$ cat src/rtl/cpu_pkg.sv
// Shared types for the unified-memory port arbiter: FSM states, port owners,
// access size codes and the size-to-beat-count mapping.
package cpu_pkg;

  typedef enum logic [1:0] {
    ST_IDLE = 2'd0,
    ST_BEAT = 2'd1,
    ST_DONE = 2'd2
  } state_e;

  typedef enum logic {
    OWN_FETCH = 1'b0,
    OWN_DATA  = 1'b1
  } owner_e;

  // d_size encodings; any code with bit 1 set is a word access
  localparam logic [1:0] SIZE_BYTE = 2'b00;
  localparam logic [1:0] SIZE_HALF = 2'b01;

  // Instruction fetches are always full words
  localparam logic [2:0] FETCH_BEATS = 3'd4;

  // Latency counter width, enough for MEM_LAT up to 8 (counts 0..7)
  localparam int LAT_W = 3;

  function automatic logic [2:0] size_to_beats(input logic [1:0] size);
    case (size)
      SIZE_BYTE: return 3'd1;
      SIZE_HALF: return 3'd2;
      default:   return 3'd4;
    endcase
  endfunction

endpackage

$ cat src/rtl/mem_beat_seq.sv
// Byte-beat sequencer: walks base+k addresses, holds each beat for MEM_LAT
// cycles, shifts read bytes in MSB-first and picks the big-endian write byte.
module mem_beat_seq
  import cpu_pkg::*;
#(
  parameter int MEM_LAT = 1,
  parameter int ADDR_W  = 32
) (
  input  logic              clk,
  input  logic              reset,
  input  logic              start_i,
  input  logic              active_i,
  input  logic [ADDR_W-1:0] base_i,
  input  logic [31:0]       wdata_i,
  input  logic [2:0]        beats_i,
  input  logic [7:0]        mem_rdata_i,
  output logic              last_o,
  output logic [ADDR_W-1:0] addr_o,
  output logic [7:0]        wbyte_o,
  output logic [31:0]       word_o
);

  logic [ADDR_W-1:0] base_q, base_d;
  logic [31:0]       wdata_q, wdata_d;
  logic [2:0]        nbeats_q, nbeats_d;
  logic [1:0]        beat_q, beat_d;
  logic [LAT_W-1:0]  lat_q, lat_d;
  logic [31:0]       shift_q, shift_d;
  logic              beat_end;
  logic [1:0]        byte_idx;

  assign beat_end = active_i && (lat_q == LAT_W'(MEM_LAT - 1));
  assign last_o   = beat_end && ({1'b0, beat_q} == (nbeats_q - 3'd1));
  assign addr_o   = base_q + ADDR_W'(beat_q);
  // Includes the byte arriving on this cycle so the word is complete on the last beat
  assign word_o   = {shift_q[23:0], mem_rdata_i};
  // Beat k of an N-beat store carries byte (N-1-k) of the right-justified data
  assign byte_idx = 2'(nbeats_q - 3'd1) - beat_q;

  // Select the store byte for the current beat
  always_comb begin
    wbyte_o = wdata_q[7:0];
    case (byte_idx)
      2'd0: wbyte_o = wdata_q[7:0];
      2'd1: wbyte_o = wdata_q[15:8];
      2'd2: wbyte_o = wdata_q[23:16];
      2'd3: wbyte_o = wdata_q[31:24];
      default: wbyte_o = wdata_q[7:0];
    endcase
  end

  // Load operands at grant, then advance latency and beat counters
  always_comb begin
    base_d   = base_q;
    wdata_d  = wdata_q;
    nbeats_d = nbeats_q;
    beat_d   = beat_q;
    lat_d    = lat_q;
    shift_d  = shift_q;
    if (start_i) begin
      base_d   = base_i;
      wdata_d  = wdata_i;
      nbeats_d = beats_i;
      beat_d   = 2'd0;
      lat_d    = '0;
      shift_d  = 32'h0;
    end else if (beat_end) begin
      lat_d   = '0;
      beat_d  = beat_q + 2'd1;
      shift_d = {shift_q[23:0], mem_rdata_i};
    end else if (active_i) begin
      lat_d = lat_q + 1'b1;
    end
  end

  // Sequencer state registers
  always_ff @(posedge clk or negedge reset) begin
    if (!reset) begin
      base_q   <= '0;
      wdata_q  <= 32'h0;
      nbeats_q <= 3'd0;
      beat_q   <= 2'd0;
      lat_q    <= '0;
      shift_q  <= 32'h0;
    end else begin
      base_q   <= base_d;
      wdata_q  <= wdata_d;
      nbeats_q <= nbeats_d;
      beat_q   <= beat_d;
      lat_q    <= lat_d;
      shift_q  <= shift_d;
    end
  end

endmodule

$ cat src/rtl/mem_port_arbiter.sv
// Arbitrates fetch and data requesters onto one byte-wide memory port,
// alternating ownership under contention and pulsing done per transaction.
module mem_port_arbiter
  import cpu_pkg::*;
#(
  parameter int MEM_LAT = 1,
  parameter int ADDR_W  = 32
) (
  input  logic              clk,
  input  logic              reset,
  input  logic              if_req,
  input  logic [ADDR_W-1:0] if_addr,
  output logic [31:0]       if_rdata,
  output logic              if_done,
  input  logic              d_req,
  input  logic              d_we,
  input  logic [1:0]        d_size,
  input  logic [ADDR_W-1:0] d_addr,
  input  logic [31:0]       d_wdata,
  output logic [31:0]       d_rdata,
  output logic              d_done,
  output logic              pc_stall,
  output logic              mem_en,
  output logic              mem_we,
  output logic [ADDR_W-1:0] mem_addr,
  output logic [7:0]        mem_wdata,
  input  logic [7:0]        mem_rdata
);

  state_e            state_q, state_d;
  owner_e            owner_q, owner_d;
  owner_e            last_owner_q, last_owner_d;
  logic              we_q, we_d;
  logic [31:0]       if_rdata_q, if_rdata_d;
  logic [31:0]       d_rdata_q, d_rdata_d;
  logic              grant;
  owner_e            grant_owner;
  logic [ADDR_W-1:0] grant_addr;
  logic [2:0]        grant_beats;
  logic              beat_active;
  logic              seq_last;
  logic [ADDR_W-1:0] seq_addr;
  logic [7:0]        seq_wbyte;
  logic [31:0]       seq_word;

  // Grant in IDLE; under contention the port that did not go last wins
  always_comb begin
    grant       = 1'b0;
    grant_owner = OWN_FETCH;
    if (state_q == ST_IDLE) begin
      if (if_req && d_req) begin
        grant       = 1'b1;
        grant_owner = (last_owner_q == OWN_FETCH) ? OWN_DATA : OWN_FETCH;
      end else if (d_req) begin
        grant       = 1'b1;
        grant_owner = OWN_DATA;
      end else if (if_req) begin
        grant       = 1'b1;
        grant_owner = OWN_FETCH;
      end
    end
  end

  assign grant_addr  = (grant_owner == OWN_DATA) ? d_addr : if_addr;
  assign grant_beats = (grant_owner == OWN_DATA) ? size_to_beats(d_size) : FETCH_BEATS;
  assign beat_active = (state_q == ST_BEAT);

  mem_beat_seq #(
    .MEM_LAT (MEM_LAT),
    .ADDR_W  (ADDR_W)
  ) u_seq (
    .clk         (clk),
    .reset       (reset),
    .start_i     (grant),
    .active_i    (beat_active),
    .base_i      (grant_addr),
    .wdata_i     (d_wdata),
    .beats_i     (grant_beats),
    .mem_rdata_i (mem_rdata),
    .last_o      (seq_last),
    .addr_o      (seq_addr),
    .wbyte_o     (seq_wbyte),
    .word_o      (seq_word)
  );

  // FSM next state; read data lands on the edge into DONE so it is valid with done
  always_comb begin
    state_d      = state_q;
    owner_d      = owner_q;
    last_owner_d = last_owner_q;
    we_d         = we_q;
    if_rdata_d   = if_rdata_q;
    d_rdata_d    = d_rdata_q;
    case (state_q)
      ST_IDLE: begin
        if (grant) begin
          state_d = ST_BEAT;
          owner_d = grant_owner;
          we_d    = (grant_owner == OWN_DATA) && d_we;
        end
      end
      ST_BEAT: begin
        if (seq_last) begin
          state_d      = ST_DONE;
          last_owner_d = owner_q;
          if (owner_q == OWN_FETCH) begin
            if_rdata_d = seq_word;
          end else if (!we_q) begin
            d_rdata_d = seq_word;
          end
        end
      end
      ST_DONE: state_d = ST_IDLE;
      default: state_d = ST_IDLE;
    endcase
  end

  // FSM and owner registers
  always_ff @(posedge clk or negedge reset) begin
    if (!reset) begin
      state_q      <= ST_IDLE;
      owner_q      <= OWN_FETCH;
      last_owner_q <= OWN_FETCH;
      we_q         <= 1'b0;
      if_rdata_q   <= 32'h0;
      d_rdata_q    <= 32'h0;
    end else begin
      state_q      <= state_d;
      owner_q      <= owner_d;
      last_owner_q <= last_owner_d;
      we_q         <= we_d;
      if_rdata_q   <= if_rdata_d;
      d_rdata_q    <= d_rdata_d;
    end
  end

  assign if_rdata  = if_rdata_q;
  assign d_rdata   = d_rdata_q;
  assign if_done   = (state_q == ST_DONE) && (owner_q == OWN_FETCH);
  assign d_done    = (state_q == ST_DONE) && (owner_q == OWN_DATA);
  assign pc_stall  = if_req & ~if_done;
  assign mem_en    = beat_active;
  assign mem_we    = beat_active & we_q;
  assign mem_addr  = beat_active ? seq_addr : '0;
  assign mem_wdata = (beat_active && we_q) ? seq_wbyte : 8'h00;

endmodule

$ cat config.mk
export PLATFORM = sky130hd
export DESIGN_NAME = mem_port_arbiter
export DESIGN_NICKNAME = d
export VERILOG_FILES = /design/src/rtl/cpu_pkg.sv /design/src/rtl/mem_beat_seq.sv /design/src/rtl/mem_port_arbiter.sv
export SDC_FILE = /design/constraint.sdc
export NUM_CORES = 1
export LEC_CHECK = 0
export CORE_MARGIN = 3
export CORE_UTILIZATION = 30
export CTS_BUF_LIST = sky130_fd_sc_hd__clkbuf_4
export DETAILED_ROUTE_END_ITERATION = 16
export GPL_ROUTABILITY_DRIVEN = 0
export GPL_TIMING_DRIVEN = 0
export PLACE_DENSITY = 0.55
export SYNTH_ARGS = -nofsm -noshare
export SYNTH_HDL_FRONTEND = slang
export SYNTH_SLANG_ARGS = --single-unit
$ cat constraint.sdc
create_clock -name clk -period 3.15 [get_ports clk]
set_clock_uncertainty 0.2 [all_clocks]
set_input_delay 0.63 -clock clk [delete_from_list [all_inputs] [get_ports clk]]
set_output_delay 0.63 -clock clk [all_outputs]
set_load 0.02 [all_outputs]
## Yosys cells after proc, flatten, opt, wreduce, memory -nomap -nowiden

Cells that the tools add are included.

| operators by class | value |
|---|---|
| add/sub/neg operators | 5 |
| equality and inequality tests | 9 |
| muxes and demuxes | 24 |
| bitwise operators | 5 |
| reduce and logical (&&, ||, !) cells | 18 |

Operator list:

| cell | number |
|---|---|
| two-way mux 32 bit | 2 |
| two-way mux 24 bit | 2 |
| adder 32 x 2 -> 32 bit | 1 |
| one-hot mux 8 bit (4 select lines) | 1 |
| two-way mux 3 bit | 4 |
| two-way mux 1 bit | 8 |
| two-way mux 2 bit | 4 |
| two-way mux 8 bit | 1 |
| logical AND 1 bit | 7 |
| equality test 2 x 1 -> 1 bit, second input constant | 3 |
| equality test 2 bit, second input constant | 3 |
| zero test 2 bit | 3 |
| one-hot mux 3 bit (2 select lines) | 1 |
| AND reduction 2 bit | 3 |
| one-hot mux 2 bit (2 select lines) | 1 |
| AND reduction 4 bit | 1 |
| adder 3 x 1 -> 3 bit, second input constant | 1 |
| equality test 2 x 3 -> 1 bit | 1 |
| zero test 3 bit | 1 |
| inverter 1 bit | 3 |
| AND reduction 3 bit | 1 |
| nonzero test 3 bit | 1 |
| subtractor 3 x 1 -> 3 bit, second input constant | 1 |
| adder 2 x 1 -> 2 bit, second input constant | 1 |
| other kinds (5) | 6 |

| storage, ports and cells | value |
|---|---|
| bits in registers | 165 |
| bits of input ports | 111 |
| output and inout bits | 109 |
| logic and storage cells | 73 |

## Logic depth before layout (Yosys ltp)

| depth | value |
|---|---|
| word-level depth | 6 |
| depth in mapped cells | 8 |
| mapped depth without buffers | 6 |

## Cells and area by module

Synthesis repeated with hierarchy kept, for this count alone.

| unflattened totals | value |
|---|---|
| cell total of the unflattened synthesis | 645 |
| area total of the unflattened synthesis | 8,146.6 sq um |

By module, submodules not included:

| module | times used | cells an instance | area each (sq um) | seq. area each (sq um) |
|---|---|---|---|---|
| mem_beat_seq | 1 | 402 | 4,670.7 | 2,402.3 |
| mem_port_arbiter | 1 | 243 | 3,475.8 | 1,726.7 |

## Least setup slack after synthesis

OpenSTA, ideal clock, no wires.

| timing path | value |
|---|---|
| path kind | register -> output |
| start | reg u_seq.nbeats_q[0] |
| end | out mem_wdata[4] |
| arrival time | 2.257 ns |
| data required time | 2.320 ns |
| setup slack | 0.063 ns |
| cell stages (with the launch flop) | 8 |
| path buffers | 1 |
| cell sequence | dfrtp_1 inv_1 ha_1 xor2_1 xnor2_1 buf_2 mux2i_1 o22ai_1 |

| on the way | value |
|---|---|
| word-level cells in the longest chain between the ends | 5 |
| elaborated cells between the ends (all ways) | 8 |
| those cells by class | 2 x add/sub; 3 x eq/ne; 2 x mux; 1 x reduce/logical |

RTL lines:

| item | RTL line | text |
|---|---|---|
| from (decl) | mem_beat_seq.sv:25 | `logic [2:0] nbeats_q, nbeats_d;` |
| from (signal assigned) | mem_beat_seq.sv:88 | `nbeats_q <= nbeats_d;` |
| subtractor 3 x 1 -> 3 bit * | -- |  |
| subtractor 2 bit * | mem_beat_seq.sv:38 | `assign byte_idx = 2'(nbeats_q - 3'd1) - beat_q;` |
| equality test 2 bit, or another cell as far along | mem_beat_seq.sv:43 | `case (byte_idx)` |
| one-hot mux 8 bit (4 select lines) * | mem_beat_seq.sv:43 |  |
| two-way mux 8 bit * | mem_port_arbiter.sv:145 | `assign mem_wdata = (beat_active && we_q) ? seq_wbyte : 8'h00;` |
| to (decl) | mem_port_arbiter.sv:26 | `output logic [7:0] mem_wdata,` |

Mark *: on every way between the ends. The rest lies on a longest branch, timed or not.

## Worst setup path after layout

| timing path | value |
|---|---|
| start | reg u_seq.beat_q[1] |
| end | out mem_addr[29] |

| on the way | value |
|---|---|
| word-level cells in the longest chain between the ends | 2 |

RTL lines:

| item | RTL line | text |
|---|---|---|
| from (decl) | mem_beat_seq.sv:26 | `logic [1:0] beat_q, beat_d;` |
| from (signal assigned) | mem_beat_seq.sv:89 | `beat_q <= beat_d;` |
| adder 32 x 2 -> 32 bit | mem_beat_seq.sv:34 | `assign addr_o = base_q + ADDR_W'(beat_q);` |
| two-way mux 32 bit | mem_port_arbiter.sv:144 | `assign mem_addr = beat_active ? seq_addr : '0;` |
| to (decl) | mem_port_arbiter.sv:25 | `output logic [ADDR_W-1:0] mem_addr,` |

Every way passes these cells.

==> summary.md <==
| Metric | Value |
|---|---|
| Core area | `24,500 um2` |
| GRT Max-Usage Layer | `met2` |
| CP cell instances | `ha_4 -> a21oi_4 -> or4_4 -> or4_4 -> a21oi_2 -> buf_6` |
| Post-DRT Antenna Nets | `0` |
| Wire length of the first global-routing pass | `37,200 um` |
| Port Buffers | `219` |
| Buf/Inv on CP | `1` |
| Initial Utilization | `30.8%` |
| Syn_nets | `813` |
| Failing checks | `setup timing` |
| Top_reg_cell synth | `dfrtp_1` |
| GR Util met3 | `6.42%` |
| Placed Area | `10,200 um2` |
| Routed vias/inst | `4.80` |
| Routed vias | `6,349` |
| DP Cell Count | `1,239` |
| EDFF count, synth | `0` |
| Setup CP Type | `register to output port` |
| Cell row count | `57` |
| Tot GR Track Use | `17.8%` |
| M2 GR Usage | `27.5%` |
| Finished Cell Area | `11,400 um2` |
| Root Buffer Master | `clkbuf_4` |
| Min-delay worst type | `register to register` |
| Mapped Cells | `695` |
| First-pass detailed-route iteration total | `4` |
| Grt total ovfl | `0` |
| Yosys top cell by area | `dfrtp_1` |
| Netlist cell types | `39` |
| Worst hold slack | `297 ps` |
| Met1 global-route usage | `23.7%` |
| Final #Nets | `1,101` |
| Compound-Gate Fraction of Synth Area | `8.97%` |
| DR iter-0 viols | `293` |
| Synth Warn # | `0` |
| Final Non-Filler Cells | `1,323` |
| Worst-Margin Slew | `786 ps` |
| Final wirelength | `24,400 um` |
| Fillers | `2,358` |
| Post-synth top area share | `54.6%` |
| Crit path max fanout | `6` |
| CP required | `2320 ps` |
| Final worst slack | `-371 ps` |
| Ratio of cells with drive above 1 in the final layout | `27.3%` |
| DRC Markers | `0` |
| Post-Syn Area | `7560 um2` |
| Clock buffer depth | `2` |
| Die Area | `27,100 um2` |
| Most used cell, CP | `or4_4` |
| Ranking of synthesized cells by area | `dfrtp_1 (55%), mux2_2 (9.7%), nand2_1 (7.4%)` |
| Setup crit start kind | `register` |
| Total chip power | `11.5 mW` |
| RSZ-0062 raised after global routing | `yes` |
| Boundary pin count | `220` |
| Max transition margin | `47.6%` |
| Multiplexer area fraction after synthesis | `16.0%` |
| Post-synth ARST share | `100%` |
| Adder-cell area share of the yosys netlist | `1.26%` |
| Max VDD drop | `480 uV` |
| CTS tree | `yes` |
| Count leader, synth | `dfrtp_1` |
| H-tree depth | `4` |
| Clk slew on worst S/H paths | `170 ps` |
| Die width | `165 um` |
| Syn_area_per_cell | `10.9 um2` |
| Synth Area in XOR/XNOR | `2.32%` |
| Die Span Y | `165 um` |
| Fmax | `0.284 GHz` |
| Status | `complete, but fails checks` |
| Sequential share of the synthesized area | `54.6%` |
| Num CTS Buffers | `17` |
| Seq cells post-synth | `165` |
| Leakage power | `5.21 nW` |
| # setup viols final | `30` |
| Arr. time, crit path | `2690 ps` |
| Slowest-stage cell, CP | `or4_4` |
| Count of final hold-check violations | `0` |
| Largest net degree at the start of global routing | `94` |
| Antenna violations before repair | `1` |
| TritonCTS Sinks | `165` |
| Max Slew Vio Count | `0` |
| Register area | `4140 um2` |
| Simple-gate share of the synthesized area | `14.1%` |
| Largest family of logic cells by synthesized area | `multiplexers` |
| DP Wirelength | `16,500 um` |
| Slowest stage delay, CP | `540 ps` |
| Post-synth top cells | `dfrtp_1 (165), nand2_1 (150), mux2_2 (65)` |
| Routed WL per cell | `18.4 um` |
| Crit path time final | `3520 ps` |
| Period Utilization, post-route | `112%` |
| Clock Latency Late Sink | `580 ps` |
| Maxcap violations | `0` |
| Area growth syn-to-layout | `50.8%` |
| P per Cell Area | `1010 nW/um2` |
| Top cell family by delay on the critical path | `simple AND/OR/NAND/NOR gates` |
| Number of global-route vias before repair | `6,481` |
| Footprint of the multi-input gates | `3640 um2` |
| Worst setup EP type | `output port` |
-- layer usage --
| layer | routed length [um] | up-vias |
|---|---|---|
| li1 | - | 3026 |
| met1 | 10900 | 3140 |
| met2 | 11300 | 163 |
| met3 | 1900 | 20 |
| met4 | 321 | 0 |
| met5 | 0 | - |
-- worst reg2reg max path: cells and delay by family (launching register included) --
family,cells,cell delay [ps]
simple gates,3,1190
buf+inv,2,440
fa+ha+maj,1,160
mux,1,370
flops,1,440
-- per-stage QoR --
stage / TNS (ps) / util (%) / setup WS (ps)
floorplan: 0 / - / 63.4
detailed placement: -18540 / 41.5 / -924
global route: -9630 / 46.4 / -456
global placement: -1009770 / 41.4 / -6020
finish: -6100 / 46.5 / -371
CTS: -7240 / 44.8 / -418
-- worst paths after layout --
kind                                         from                end  slack (ps)  depth (start not counted)
worst max-delay path              u_seq.beat_q[1]       mem_addr[29]        -370                          6
worst min register to register  u_seq.wdata_q[14]  u_seq.wdata_q[14]         300                          2
worst min-delay path            u_seq.wdata_q[14]  u_seq.wdata_q[14]         300                          2
worst max register to register     u_seq.lat_q[0]        d_rdata[26]         250                          7
max in group asynchronous                   reset    u_seq.base_q[2]        1480                          3
min in group asynchronous                   reset       if_rdata[12]         390                          2
-- area by class of cell --
type	count	area share [%]
Sequential cell	165	36.3
Clock buffer	17	1.12
Multi-Input combinational cell	482	31.9
Buffer	36	1.68
Inverter	7	0.241
Clock inverter	15	1.86
Antenna cell	3	0.0659
Timing Repair Buffer	274	23.2
Tap cell	324	3.56
-- power by group --
group          internal, mW  leakage [nW]  total [mW]  switching [mW]
combinational          3.09          2.94        6.36            3.27
sequential             3.00          2.10        3.71           0.711
clock                 0.413         0.174        1.41           0.996
total                  6.50          5.21        11.5            4.98
-- what timing repair did --
action,4_1_cts,5_1_grt
buffers inserted,29,25
cloned,2,0
hold buffers,1,0
gates resized for setup,232,85
pin swaps,41,34
setup endpoints to repair,72,39
endpoints found under the hold margin,72,0
-- cells by family (layout without fill, tap and decap cells) --
| logic type | count (synthesis) | after routing |
|---|---|---|
| compound gates | 106 | 106 |
| simple gates | 236 | 236 |
| other cells | 0 | 3 |
| xor+xnor | 20 | 20 |
| mux | 113 | 113 |
| fa+ha+maj | 7 | 7 |
| flops | 165 | 165 |
| buf+inv | 48 | 349 |
-- sequential cells by signal, summed over array words and instances (netlist names) --
name / count
u_seq.beat_q: 2
we_q: 1
u_seq.shift_q: 24
d_rdata: 32
u_seq.wdata_q: 32
state_q: 2
u_seq.nbeats_q: 3
u_seq.base_q: 32
last_owner_q: 1
u_seq.lat_q: 3
if_rdata: 32
owner_q: 1
-- layout by cell type (no fill, tap or decap), types with 4 or more instances in the layout --
| cell type | n |
|---|---|
| clkbuf_2 | 5 |
| buf_2 | 8 |
| buf_6 | 24 |
| mux2i_1 | 43 |
| inv_12 | 5 |
| mux2i_2 | 4 |
| and2_1 | 4 |
| clkinv_8 | 5 |
| or3_1 | 4 |
| dfrtp_2 | 10 |
| and3_1 | 4 |
| o22ai_1 | 7 |
| dfrtp_1 | 155 |
| o21ai_0 | 37 |
| nor2_1 | 22 |
| mux2_2 | 65 |
| a21oi_2 | 9 |
| a22o_1 | 25 |
| or4_4 | 9 |
| xnor2_1 | 6 |
| clkbuf_1 | 22 |
| clkbuf_4 | 17 |
| nand2_1 | 145 |
| nand4_1 | 14 |
| nand3_1 | 4 |
| xor2_1 | 11 |
| a21oi_4 | 4 |
| clkdlybuf4s50_1 | 177 |
| inv_1 | 4 |
| dlygate4sd2_1 | 5 |
| o31ai_1 | 5 |
| buf_4 | 58 |
| a21oi_1 | 4 |
| o31ai_4 | 5 |
Note: power is estimated with default switching activity, not from simulation.
